$ cat config.mk
export PLATFORM = sky130hd
export DESIGN_NAME = mem_port_arbiter
export DESIGN_NICKNAME = d
export VERILOG_FILES = /design/src/rtl/mem_port_arbiter.sv
export SDC_FILE = /design/constraint.sdc
export NUM_CORES = 1
export LEC_CHECK = 0
export ABC_AREA = 1
export ABC_CLOCK_PERIOD_IN_PS = 1900
export CAP_MARGIN = 20
export CORE_AREA = 10 10 164 166
export CTS_CLUSTER_DIAMETER = 30
export DETAILED_ROUTE_END_ITERATION = 6
export DIE_AREA = 0 0 174 176
export PLACE_DENSITY = 0.77
export SYNTH_ARGS = -nofsm -noshare
export SYNTH_HDL_FRONTEND = slang
export SYNTH_SLANG_ARGS = --single-unit
export TNS_END_PERCENT = 10
$ cat constraint.sdc
create_clock -name clock -period 1.9 [get_ports clock]
set_input_delay 0.38 -clock clock [delete_from_list [all_inputs] [get_ports clock]]
set_output_delay 0.38 -clock clock [all_outputs]
set_load 0.02 [all_outputs]
$ cat src/rtl/mem_port_arbiter.sv
// Round-robin IFU/LSU arbiter that serialises one transaction at a time onto a
// single-port memory and aborts reads that the memory never answers.
module mem_port_arbiter #(
  parameter int unsigned ADDR_W  = 32,
  parameter int unsigned DATA_W  = 64,
  parameter int unsigned TIMEOUT = 255
) (
  input  logic                clock,
  input  logic                reset,
  input  logic                ifu_valid,
  output logic                ifu_ready,
  input  logic [ADDR_W-1:0]   ifu_addr,
  output logic                ifu_rvalid,
  output logic [DATA_W-1:0]   ifu_rdata,
  output logic                ifu_err,
  input  logic                lsu_valid,
  output logic                lsu_ready,
  input  logic                lsu_wen,
  input  logic [ADDR_W-1:0]   lsu_addr,
  input  logic [DATA_W-1:0]   lsu_wdata,
  input  logic [DATA_W/8-1:0] lsu_wmask,
  output logic                lsu_rvalid,
  output logic [DATA_W-1:0]   lsu_rdata,
  output logic                lsu_err,
  output logic                mem_ren,
  output logic                mem_wen,
  output logic [ADDR_W-1:0]   mem_addr,
  output logic [DATA_W-1:0]   mem_wdata,
  output logic [DATA_W/8-1:0] mem_wmask,
  input  logic                mem_rvalid,
  input  logic [DATA_W-1:0]   mem_rdata
);

  localparam int unsigned MASK_W = DATA_W / 8;
  localparam int unsigned CNT_W  = $clog2(TIMEOUT + 1);

  typedef enum logic [1:0] {S_IDLE, S_ISSUE, S_WAIT, S_RESP} state_e;

  state_e              state_q, state_d;
  logic                owner_lsu_q, owner_lsu_d;
  logic                last_lsu_q, last_lsu_d;
  logic                wen_q, wen_d;
  logic [ADDR_W-1:0]   addr_q, addr_d;
  logic [DATA_W-1:0]   wdata_q, wdata_d;
  logic [MASK_W-1:0]   wmask_q, wmask_d;
  logic [DATA_W-1:0]   rdata_q, rdata_d;
  logic                err_q, err_d;
  logic [CNT_W-1:0]    cnt_q, cnt_d;
  logic                rd_pulse_q, rd_pulse_d;
  logic                wr_pulse_q, wr_pulse_d;
  logic                ifu_gnt, lsu_gnt;

  // On a tie the client that was not granted last time wins.
  always_comb begin
    ifu_gnt   = ifu_valid && (!lsu_valid || last_lsu_q);
    lsu_gnt   = lsu_valid && !ifu_gnt;
    ifu_ready = reset && (state_q == S_IDLE) && ifu_gnt;
    lsu_ready = reset && (state_q == S_IDLE) && lsu_gnt;
  end

  always_comb begin
    state_d     = state_q;
    owner_lsu_d = owner_lsu_q;
    last_lsu_d  = last_lsu_q;
    wen_d       = wen_q;
    addr_d      = addr_q;
    wdata_d     = wdata_q;
    wmask_d     = wmask_q;
    rdata_d     = rdata_q;
    err_d       = err_q;
    cnt_d       = cnt_q;
    rd_pulse_d  = 1'b0;
    wr_pulse_d  = 1'b0;
    unique case (state_q)
      S_IDLE: begin
        if (ifu_ready || lsu_ready) begin
          owner_lsu_d = lsu_ready;
          last_lsu_d  = lsu_ready;
          wen_d       = lsu_ready && lsu_wen;
          addr_d      = lsu_ready ? lsu_addr : ifu_addr;
          wdata_d     = lsu_ready ? lsu_wdata : '0;
          wmask_d     = lsu_ready ? lsu_wmask : '0;
          rdata_d     = '0;
          err_d       = 1'b0;
          rd_pulse_d  = !(lsu_ready && lsu_wen);
          wr_pulse_d  = lsu_ready && lsu_wen;
          state_d     = S_ISSUE;
        end
      end
      S_ISSUE: begin
        cnt_d   = '0;
        state_d = wen_q ? S_RESP : S_WAIT;
      end
      S_WAIT: begin
        // Data arriving on the last watchdog cycle still counts as a good read.
        if (mem_rvalid) begin
          rdata_d = mem_rdata;
          err_d   = 1'b0;
          state_d = S_RESP;
        end else if (cnt_q == CNT_W'(TIMEOUT - 1)) begin
          rdata_d = '0;
          err_d   = 1'b1;
          state_d = S_RESP;
        end else if (cnt_q != '1) begin
          cnt_d = cnt_q + CNT_W'(1);
        end
      end
      S_RESP: begin
        state_d = S_IDLE;
      end
      default: state_d = S_IDLE;
    endcase
  end

  always_ff @(posedge clock or negedge reset) begin
    if (!reset) begin
      state_q     <= S_IDLE;
      owner_lsu_q <= 1'b0;
      last_lsu_q  <= 1'b1;
      wen_q       <= 1'b0;
      addr_q      <= '0;
      wdata_q     <= '0;
      wmask_q     <= '0;
      rdata_q     <= '0;
      err_q       <= 1'b0;
      cnt_q       <= '0;
      rd_pulse_q  <= 1'b0;
      wr_pulse_q  <= 1'b0;
    end else begin
      state_q     <= state_d;
      owner_lsu_q <= owner_lsu_d;
      last_lsu_q  <= last_lsu_d;
      wen_q       <= wen_d;
      addr_q      <= addr_d;
      wdata_q     <= wdata_d;
      wmask_q     <= wmask_d;
      rdata_q     <= rdata_d;
      err_q       <= err_d;
      cnt_q       <= cnt_d;
      rd_pulse_q  <= rd_pulse_d;
      wr_pulse_q  <= wr_pulse_d;
    end
  end

  always_comb begin
    ifu_rvalid = (state_q == S_RESP) && !owner_lsu_q;
    lsu_rvalid = (state_q == S_RESP) && owner_lsu_q;
    ifu_rdata  = ifu_rvalid ? rdata_q : '0;
    lsu_rdata  = lsu_rvalid ? rdata_q : '0;
    ifu_err    = ifu_rvalid && err_q;
    lsu_err    = lsu_rvalid && err_q;
    mem_ren    = rd_pulse_q;
    mem_wen    = wr_pulse_q;
    mem_addr   = addr_q;
    mem_wdata  = wdata_q;
    mem_wmask  = wmask_q;
  end

endmodule

==> flow_summary.json, run 1 <==
{
  "status": "finished, violations left",
  "violations": "negative setup slack",
  "worst-path-buf-inv": 4,
  "track_usage": 0.2212,
  "die_w_um": 174,
  "nNetsFinal": 1884,
  "routedWlPerCell_um": 17.66,
  "slew_headroom": 0.3389,
  "period_share": 1.106,
  "route.vias.total": 9325,
  "cp_max_fo": 21,
  "hp-class": "in -> async",
  "vdd_ir_drop_max_uv": 762.6,
  "start_kind": "flop",
  "setup_slack_ns": -0.2008,
  "drt_iter0_markers": 687,
  "drive_gt1_frac": 0.1746,
  "crit_chain": "ha_4 -> inv_2 -> nor2_4 -> inv_4 -> buf_12 -> nor2_1 -> buf_4",
  "fillers": 2199,
  "fin_area_um2": 14520,
  "multi_input_area_um2": 3662,
  "power.total_uw": 19620,
  "synth_compound_area_frac": 0.01083,
  "reg2reg_from": "state_q[0]",
  "pwr-share-seq": 0.322,
  "fin_crit_ns": 2.101,
  "syn_nets": 1452,
  "synth_warnings": 0,
  "dp_cells": 1971,
  "hold_buffers": 0,
  "yosysTopAreaCell": "dfrtp_1",
  "wirelength_um": 35470,
  "power_frac_clock": 0.189,
  "reg2reg_slack_ns": 0.08,
  "max_stage_delay_ns": 0.44,
  "rsz0062_at_grt": "true",
  "p_sw_frac": 0.4394,
  "start_util": 0.3783,
  "place_congestion": 0.8384,
  "finalSetupViolations": 133,
  "cp_slowest_cell": "dfrtp_2",
  "avgSynthCellArea_um2": 7.273,
  "root_buffer": "clkbuf_16",
  "clk_pin_slew_ns": 0.08,
  "cts_tree": "done",
  "die_area_um2": 30620,
  "switching_power_uw": 8622,
  "cts.sinks": 184,
  "grt_pass1_wl_um": 53680,
  "dp_hpwl_um": 26380,
  "layout_commonest_cell": "nand2_1",
  "synth_xor_area_frac": 0.002916,
  "seq_area_um2": 4608,
  "rr_endpoint": "rdata_q[32]",
  "crit_type": "reg -> out",
  "syn_area_um2": 9011,
  "holdWs_ns": 0.009692,
  "clk_path_buf_depth": 2,
  "post_dp_cell_area_um2": 14040,
  "postSynthCellCount": 1239,
  "synth.top_cell.area_share": 0.5082,
  "viasPerCell": 4.642,
  "ys_top_cells_by_area": "dfrtp_1, nand2_1, nor2_1",
  "syn_to_final_growth_pct": 61.18,
  "cts_made_buffers": 17,
  "final_cell_mix": "nand2_1, clkdlybuf4s50_1, dfrtp_1",
  "drv_slew": 0,
  "cp_top_family": "buffers and inverters",
  "grt.overflow.total": 0,
  "p_int_uw": 11000,
  "rows": 57,
  "core_area_um2": 23820,
  "fin_cells": 2009,
  "ys_ff_latch": 184,
  "synthMuxAreaShare": 0,
  "clock_latency_ns": 0.46,
  "io_buffers": 445,
  "cp-end-kind": "output pin",
  "seq_area_frac_synth": 0.5111,
  "antenna_found_initial": 1,
  "grt_max_degree": 151,
  "finalHoldViolCount": 0,
  "tightest_slew_ns": 0.9916,
  "dr.pass1.iters": 5,
  "synthDistinctLibCells": 23,
  "h-tree-depth": 4,
  "combPwrFrac": 0.488,
  "setup-tns-final_ns": -17.46,
  "grt_pass1_vias": 9409,
  "fin_skew_ns": 0.02971,
  "io_pins": 446,
  "cap_viol_max_count": 0,
  "synth_fa_ha_area_frac": 0.009720,
  "antenna_left": 0,
  "p_per_area_nw_per_um2": 1351,
  "fp.dieH_um": 176,
  "crit_required_ns": 1.52,
  "drc": 0,
  "ff2ff_path_depth": 10,
  "leakage_uw": 0.007344,
  "crit_arrival_ns": 1.72,
  "synth_top_family_by_area": "simple AND/OR/NAND/NOR gates",
  "synth_simple_gate_area_share": 0.3588,
  "fmax_mhz": 476.0
}
==> final cells by class <==
| type | instances | area share |
|---|---|---|
| Antenna cell | 1 | 0.0001723 |
| Clock buffer | 17 | 0.02929 |
| Clock inverter | 15 | 0.01396 |
| Inverter | 154 | 0.03997 |
| Multi-Input combinational cell | 824 | 0.2522 |
| Sequential cell | 184 | 0.3173 |
| Tap cell | 324 | 0.02791 |
| Timing Repair Buffer | 490 | 0.3193 |
==> synth_stat cells <==
master    count
a21oi_1       4
buf_1         8
buf_2        24
buf_4        15
buf_6         1
clkbuf_1     29
dfrtp_1     183
dfstp_2       1
ha_1          7
inv_1       152
inv_2         2
nand2_1     472
nand2_2       3
nand3_1      40
nand3_2       3
nand4_1      66
nor2_1      208
nor2_2        2
o21a_1        1
o21ai_0      14
or2_2         1
xnor2_1       1
xor2_1        2
==> sequential cells by signal (all words and copies together) (netlist names), 2 cells and up <==
name / cells
rdata_q: 64
state_q: 2
mem_wmask: 8
cnt_q: 8
mem_wdata: 64
mem_addr: 32
==> worst max-delay path by stage <==
stage | start | endpoint | slack (ns) | cells past startpoint
2_1_floorplan | state_q[0] | ifu_rdata[13] | -0.04 | 7
3_3_place_gp | lsu_valid | lsu_ready | -0.41 | 6
3_5_place_dp | lsu_valid | lsu_ready | -0.40 | 6
4_1_cts | state_q[0] | ifu_rdata[20] | -0.31 | 7
5_1_grt | state_q[0] | ifu_rdata[7] | -0.28 | 7
6_report | state_q[0] | ifu_rdata[7] | -0.20 | 7
==> metal layers <==
metal,track usage,vias up,part of all wire
met4,0.07446,0,0.022
li1,-,4594,-
met5,0,-,0
met2,0.3927,367,0.51
met3,0.09227,37,0.098
met1,0.2328,4327,0.37
==> power groups by stage <==
stage	clock network [uW]	logic, uW	registers (uW)
2_1_floorplan	0	4070	7260
3_3_place_gp	0	9280	6270
3_5_place_dp	0	9430	6340
4_1_cts	3800	9510	6300
5_1_grt	3970	10400	6500
6_report	3720	9580	6330
==> timing repair <==
item	in CTS	in global routing
endpoints found under the setup margin	202	308
gates cloned	1	2
setup buffers	1	1
gates resized for setup	433	210
pin swaps	0	4
==> stage by stage <==
| step | util | setup slack [ns] |
|---|---|---|
| floorplan | - | -0.03972 |
| global placement | 0.5893 | -0.4086 |
| detailed placement | 0.5893 | -0.3990 |
| CTS | 0.6131 | -0.3112 |
| global route | 0.6097 | -0.2841 |
| finish | 0.6097 | -0.2008 |
==> cells by family (layout without fill, tap and decap cells) <==
logic type,Yosys count,after routing
AOI/OAI and AO/OA,19,19
xor gates and xnor gates,3,3
adders and majority gates,7,7
buffers and inverters,231,676
DFF,184,184
other,0,1
and+or+nand+nor,795,795
Power figures use the tool's default switching activity.
==> run 2, diff against run 1 <==
==> config.mk (replaced) <==
export PLATFORM = sky130hd
export DESIGN_NAME = mem_port_arbiter
export DESIGN_NICKNAME = d
export VERILOG_FILES = /design/src/rtl/mem_port_arbiter.sv
export SDC_FILE = /design/constraint.sdc
export NUM_CORES = 1
export LEC_CHECK = 0
export ABC_CLOCK_PERIOD_IN_PS = 1900
export CAP_MARGIN = 20
export CORE_AREA = 10 10 167 169
export CTS_CLUSTER_DIAMETER = 30
export CTS_CLUSTER_SIZE = 20
export DETAILED_ROUTE_END_ITERATION = 6
export DIE_AREA = 0 0 177 179
export PLACE_DENSITY = 0.69
export SYNTH_ARGS = -nofsm -noshare
export SYNTH_HDL_FRONTEND = slang
export SYNTH_SLANG_ARGS = --single-unit
export TNS_END_PERCENT = 10
==> flow_summary.json, run 2 <==
{
  "status": "finished, violations left",
  "violations": "negative setup slack",
  "die_area_um2": 31680,
  "cp_top_family": "buffers and inverters",
  "finalHoldViolCount": 0,
  "synth.top_cell.area_share": 0.5820,
  "tightest_slew_ns": 0.7918,
  "cts_tree": "done",
  "yosysTopAreaCell": "dfrtp_1",
  "synth_warnings": 0,
  "grt_max_degree": 147,
  "fillers": 2168,
  "grt_pass1_wl_um": 48360,
  "rows": 58,
  "grt.overflow.total": 0,
  "syn_to_final_growth_pct": 75.53,
  "drv_slew": 0,
  "crit_arrival_ns": 1.79,
  "final_cell_mix": "clkdlybuf4s50_1, dfrtp_1, a22o_1",
  "io_buffers": 445,
  "wirelength_um": 33430,
  "synthArstFlopShare": 1.000,
  "antenna_left": 0,
  "layout_commonest_cell": "clkdlybuf4s50_1",
  "yosys_most_used_dff": "dfrtp_1",
  "rsz0062_at_grt": "true",
  "fin_skew_ns": 0.01390,
  "leakage_uw": 0.006750,
  "crit_chain": "ha_2 -> nor2b_4 -> buf_12 -> buf_16 -> and2_1 -> buf_6",
  "reg2reg_slack_ns": -0.03,
  "fmax_mhz": 461.0,
  "drc": 0,
  "root_buffer": "clkbuf_16",
  "viasPerCell": 5.025,
  "synthDistinctLibCells": 43,
  "cp_slowest_cell": "dfrtp_1",
  "track_usage": 0.1979,
  "synth_edf_count": 0,
  "route.vias.total": 7337,
  "crit_required_ns": 1.52,
  "clk_path_buf_depth": 2,
  "multi_input_area_um2": 3038,
  "dp_slack_ns": -0.3946,
  "synth.most_common_cell": "dfrtp_1",
  "period_share": 1.142,
  "ys_ff_latch": 184,
  "hp-class": "in -> async",
  "clock_latency_ns": 0.42,
  "syn_nets": 871,
  "core_area_um2": 24750,
  "cts.sinks": 184,
  "post_dp_cell_area_um2": 13000,
  "yosys-top-cells-count": "dfrtp_1, a22o_1, and2_1, and3_1, inv_1",
  "cap_viol_max_count": 0,
  "crit_type": "reg -> out",
  "worst-path-buf-inv": 3,
  "io_pins": 446,
  "vdd_ir_drop_max_uv": 819.5,
  "seq_area_um2": 4607,
  "p_per_area_nw_per_um2": 1466,
  "setup-tns-final_ns": -23.08,
  "nNetsFinal": 1326,
  "setup_slack_ns": -0.2693,
  "max_stage_delay_ns": 0.39,
  "finalSetupViolations": 132,
  "start_kind": "flop",
  "postSynthCellCount": 658,
  "routedWlPerCell_um": 22.90,
  "fp.dieH_um": 179,
  "ys_top_cells_by_area": "dfrtp_1, a22o_1, and2_1",
  "clk_pin_slew_ns": 0.07,
  "avgSynthCellArea_um2": 11.96,
  "start_util": 0.3180,
  "cp-end-kind": "output pin",
  "fin_area_um2": 13810,
  "dr.pass1.iters": 6,
  "fin_crit_ns": 2.169,
  "h-tree-depth": 4,
  "drt_iter0_markers": 514,
  "drive_gt1_frac": 0.2460,
  "die_w_um": 177,
  "cts_made_buffers": 17,
  "seq_area_frac_synth": 0.5853,
  "syn_area_um2": 7869,
  "cp_max_fo": 16,
  "dp_hpwl_um": 24550,
  "slew_headroom": 0.4721,
  "antenna_found_initial": 4,
  "place_congestion": 0.8252,
  "grt_pass1_vias": 7750
}
[run 2: stage by stage]
step | total power, uW | hold WS (ns) | instances | util
2_1_floorplan | 11210 | 0.08441 | 658 | -
3_3_place_gp | 16240 | 0.4722 | 1417 | 0.5254
3_5_place_dp | 16380 | 0.4761 | 1417 | 0.5254
4_1_cts | 20220 | 0.1901 | 1454 | 0.5487
5_1_grt | 21370 | 0.2300 | 1460 | 0.5581
6_report | 20250 | 0.2027 | 1460 | 0.5581
[run 2: per-layer routing]
| layer | routed length [um] | global-route usage | share of wire |
|---|---|---|---|
| met1 | 12800 | 0.2242 | 0.38 |
| met2 | 16760 | 0.3349 | 0.50 |
| met3 | 3351 | 0.08614 | 0.10 |
| met4 | 510 | 0.05149 | 0.015 |
| met5 | 0 | 0 | 0 |
[run 2: cells by family after synthesis]
logic type	count (synthesis)	synth area share
AO/OA/AOI/OAI	202	0.2220
flip-flops	184	0.5853
AND/OR/NAND/NOR	164	0.1275
buffers and inverters	97	0.04913
adder cells (fa/ha/maj)	7	0.01113
multiplexers	3	0.003816
XOR/XNOR	1	0.001113
[run 2: power breakdown]
| group | internal [uW] | switching, uW |
|---|---|---|
| Combinational | 4930 | 4870 |
| Clock | 1820 | 1690 |
| Sequential | 5640 | 1320 |
[run 2: timing repair]
item | CTS | global route
hold buffers | 0 | 0
resized for setup | 612 | 154
hold endpoints to repair | 0 | 0
setup endpoints to repair | 266 | 288
buffers inserted | 2 | 1
gates cloned | 3 | 1
pin swaps | 9 | 27
[run 2: worst reg2reg max path, cell delays in order, from the launching register on]
cell and delay, ns:
dfrtp_1 0.42, inv_1 0.07, ha_1 0.22, o21ai_1 0.30
o221ai_2 0.20, or4_1 0.49, a21oi_1 0.16
[run 2: path summary, 6_finish.rpt]
path,startpoint,end,cells past startpoint
worst max-delay path,state_q[0],ifu_rdata[27],6
worst min-delay path,reset,mem_wdata[24],3
worst max register to register,cnt_q[0],cnt_q[7],6
worst min register to register,wen_q,wen_q,1
max in group asynchronous,reset,rdata_q[55],3
min in group clock,reset,last_lsu_q,4
[run 2: final cells by class]
cell class | instances | area share
Timing Repair Buffer | 496 | 0.3637
Sequential cell | 184 | 0.3335
Multi-Input combinational cell | 377 | 0.2199
Clock buffer | 19 | 0.03279
Tap cell | 330 | 0.02989
Inverter | 37 | 0.01006
Clock inverter | 13 | 0.009331
Antenna cell | 4 | 0.0007247
==> run 3, diff against run 2 <==
--- a/config.mk
+++ b/config.mk
@@ -16,4 +16,4 @@
 export SYNTH_ARGS = -nofsm -noshare
 export SYNTH_HDL_FRONTEND = slang
 export SYNTH_SLANG_ARGS = --single-unit
-export TNS_END_PERCENT = 10
+export TNS_END_PERCENT = 30
==> flow_summary.json, run 3 (synthesis gave the netlist of run 2 again) <==
{
  "cts.sinks": 184,
  "rows": 58,
  "grt_pass1_wl_um": 48300,
  "period_share": 1.147,
  "status": "finished, violations left",
  "crit_type": "reg -> out",
  "drc": 0,
  "cap_viol_max_count": 0,
  "grt_max_degree": 147,
  "start_util": 0.3180,
  "io_pins": 446,
  "drive_gt1_frac": 0.2447,
  "routedWlPerCell_um": 23.01,
  "crit_arrival_ns": 1.80,
  "drt_iter0_markers": 531,
  "clk_pin_slew_ns": 0.07,
  "leakage_uw": 0.006748,
  "dp_hpwl_um": 24550,
  "die_w_um": 177,
  "fmax_mhz": 458.7,
  "place_congestion": 0.8252,
  "fp.dieH_um": 179,
  "fin_area_um2": 13840,
  "cts_made_buffers": 17,
  "route.vias.total": 7360,
  "h-tree-depth": 4,
  "fin_crit_ns": 2.180,
  "post_dp_cell_area_um2": 13000,
  "die_area_um2": 31680,
  "slew_headroom": 0.4701,
  "holdWs_ns": 0.1994,
  "rsz0062_at_grt": "true",
  "core_area_um2": 24750,
  "vdd_ir_drop_max_uv": 819.4,
  "drv_slew": 0,
  "cp_max_fo": 8,
  "final_cell_mix": "clkdlybuf4s50_1, dfrtp_1, a22o_1",
  "violations": "negative setup slack",
  "tightest_slew_ns": 0.7949,
  "wirelength_um": 33640,
  "dp_cells": 1417,
  "cp-end-kind": "output pin",
  "setup_slack_ns": -0.2801,
  "p_per_area_nw_per_um2": 1469,
  "fin_cells": 1462,
  "hp-class": "in -> async",
  "nNetsFinal": 1328,
  "start_kind": "flop",
  "syn_to_final_growth_pct": 75.86,
  "antenna_found_initial": 4,
  "clk_path_buf_depth": 2,
  "finalHoldViolCount": 0,
  "antenna_left": 0,
  "layout_commonest_cell": "clkdlybuf4s50_1",
  "fin_skew_ns": 0.01543,
  "finalSetupViolations": 131,
  "grt.overflow.total": 0,
  "crit_required_ns": 1.52,
  "clock_latency_ns": 0.43,
  "root_buffer": "clkbuf_16",
  "io_buffers": 445,
  "viasPerCell": 5.034,
  "dr.pass1.iters": 6,
  "track_usage": 0.1978,
  "grt_pass1_vias": 7728,
  "cts_tree": "done"
}
run 3: through the flow:
stage	utilization	setup TNS, ns	total power (uW)	setup slack [ns]
2_1_floorplan	-	0	11210	0.03284
3_5_place_dp	0.5254	-77.57	16380	-0.3946
4_1_cts	0.5485	-34.38	20210	-0.3101
5_1_grt	0.5592	-36.32	21420	-0.3592
6_report	0.5592	-24.21	20330	-0.2801
3_3_place_gp	0.5254	-69.92	16240	-0.3722
run 3: worst paths after layout:
check / startpoint / end / slack, ns / cells after the start
setup / recovery: state_q[0] / ifu_rdata[43] / -0.28 / 6
hold / removal: reset / mem_wdata[24] / 0.20 / 3
setup reg to reg: cnt_q[0] / cnt_q[7] / -0.03 / 6
hold reg to reg: wen_q / wen_q / 0.49 / 1
max in group asynchronous: reset / rdata_q[55] / 1.06 / 3
min in group clock: reset / last_lsu_q / 0.36 / 4
run 3: layer usage:
metal  global-route usage  vias to the layer above  share of wire
met5                    0                        -              0
met4              0.05149                        0          0.016
met3              0.08425                       28           0.10
met2               0.3352                      346           0.50
met1               0.2247                     3614           0.38
li1                     -                     3372              -
run 3: layout make-up:
| class | count | area, um^2 |
|---|---|---|
| clock buffer | 19 | 452.9 |
| sequential | 184 | 4607 |
| timing repair buffer | 498 | 5057 |
| antenna | 4 | 10.01 |
| multi-input combinational | 377 | 3030 |
| fill | 2173 | 10910 |
| inverter | 37 | 138.9 |
| clock inverter | 13 | 128.9 |
| tap | 330 | 412.9 |
run 3: critical path, stage by stage (launching register included):
cell and delay [ns]:
dfrtp_1 0.39, ha_2 0.22, nor2b_4 0.16, buf_12 0.16
clkbuf_16 0.18, and2_4 0.15, buf_6 0.11
run 3: what timing repair did:
item / in CTS / in global routing
setup endpoints to repair: 266 / 288
pin swaps: 6 / 22
hold buffers: 0 / 0
setup buffers: 2 / 3
cloned: 3 / 2
gates resized for setup: 578 / 185
run 3: report_power, final:
group / leakage, uW / switching (uW) / total, uW / internal [uW]
combinational: 0.00405 / 4900 / 9870 / 4970
clock: 0.000287 / 1700 / 3510 / 1820
sequential: 0.00241 / 1310 / 6950 / 5630
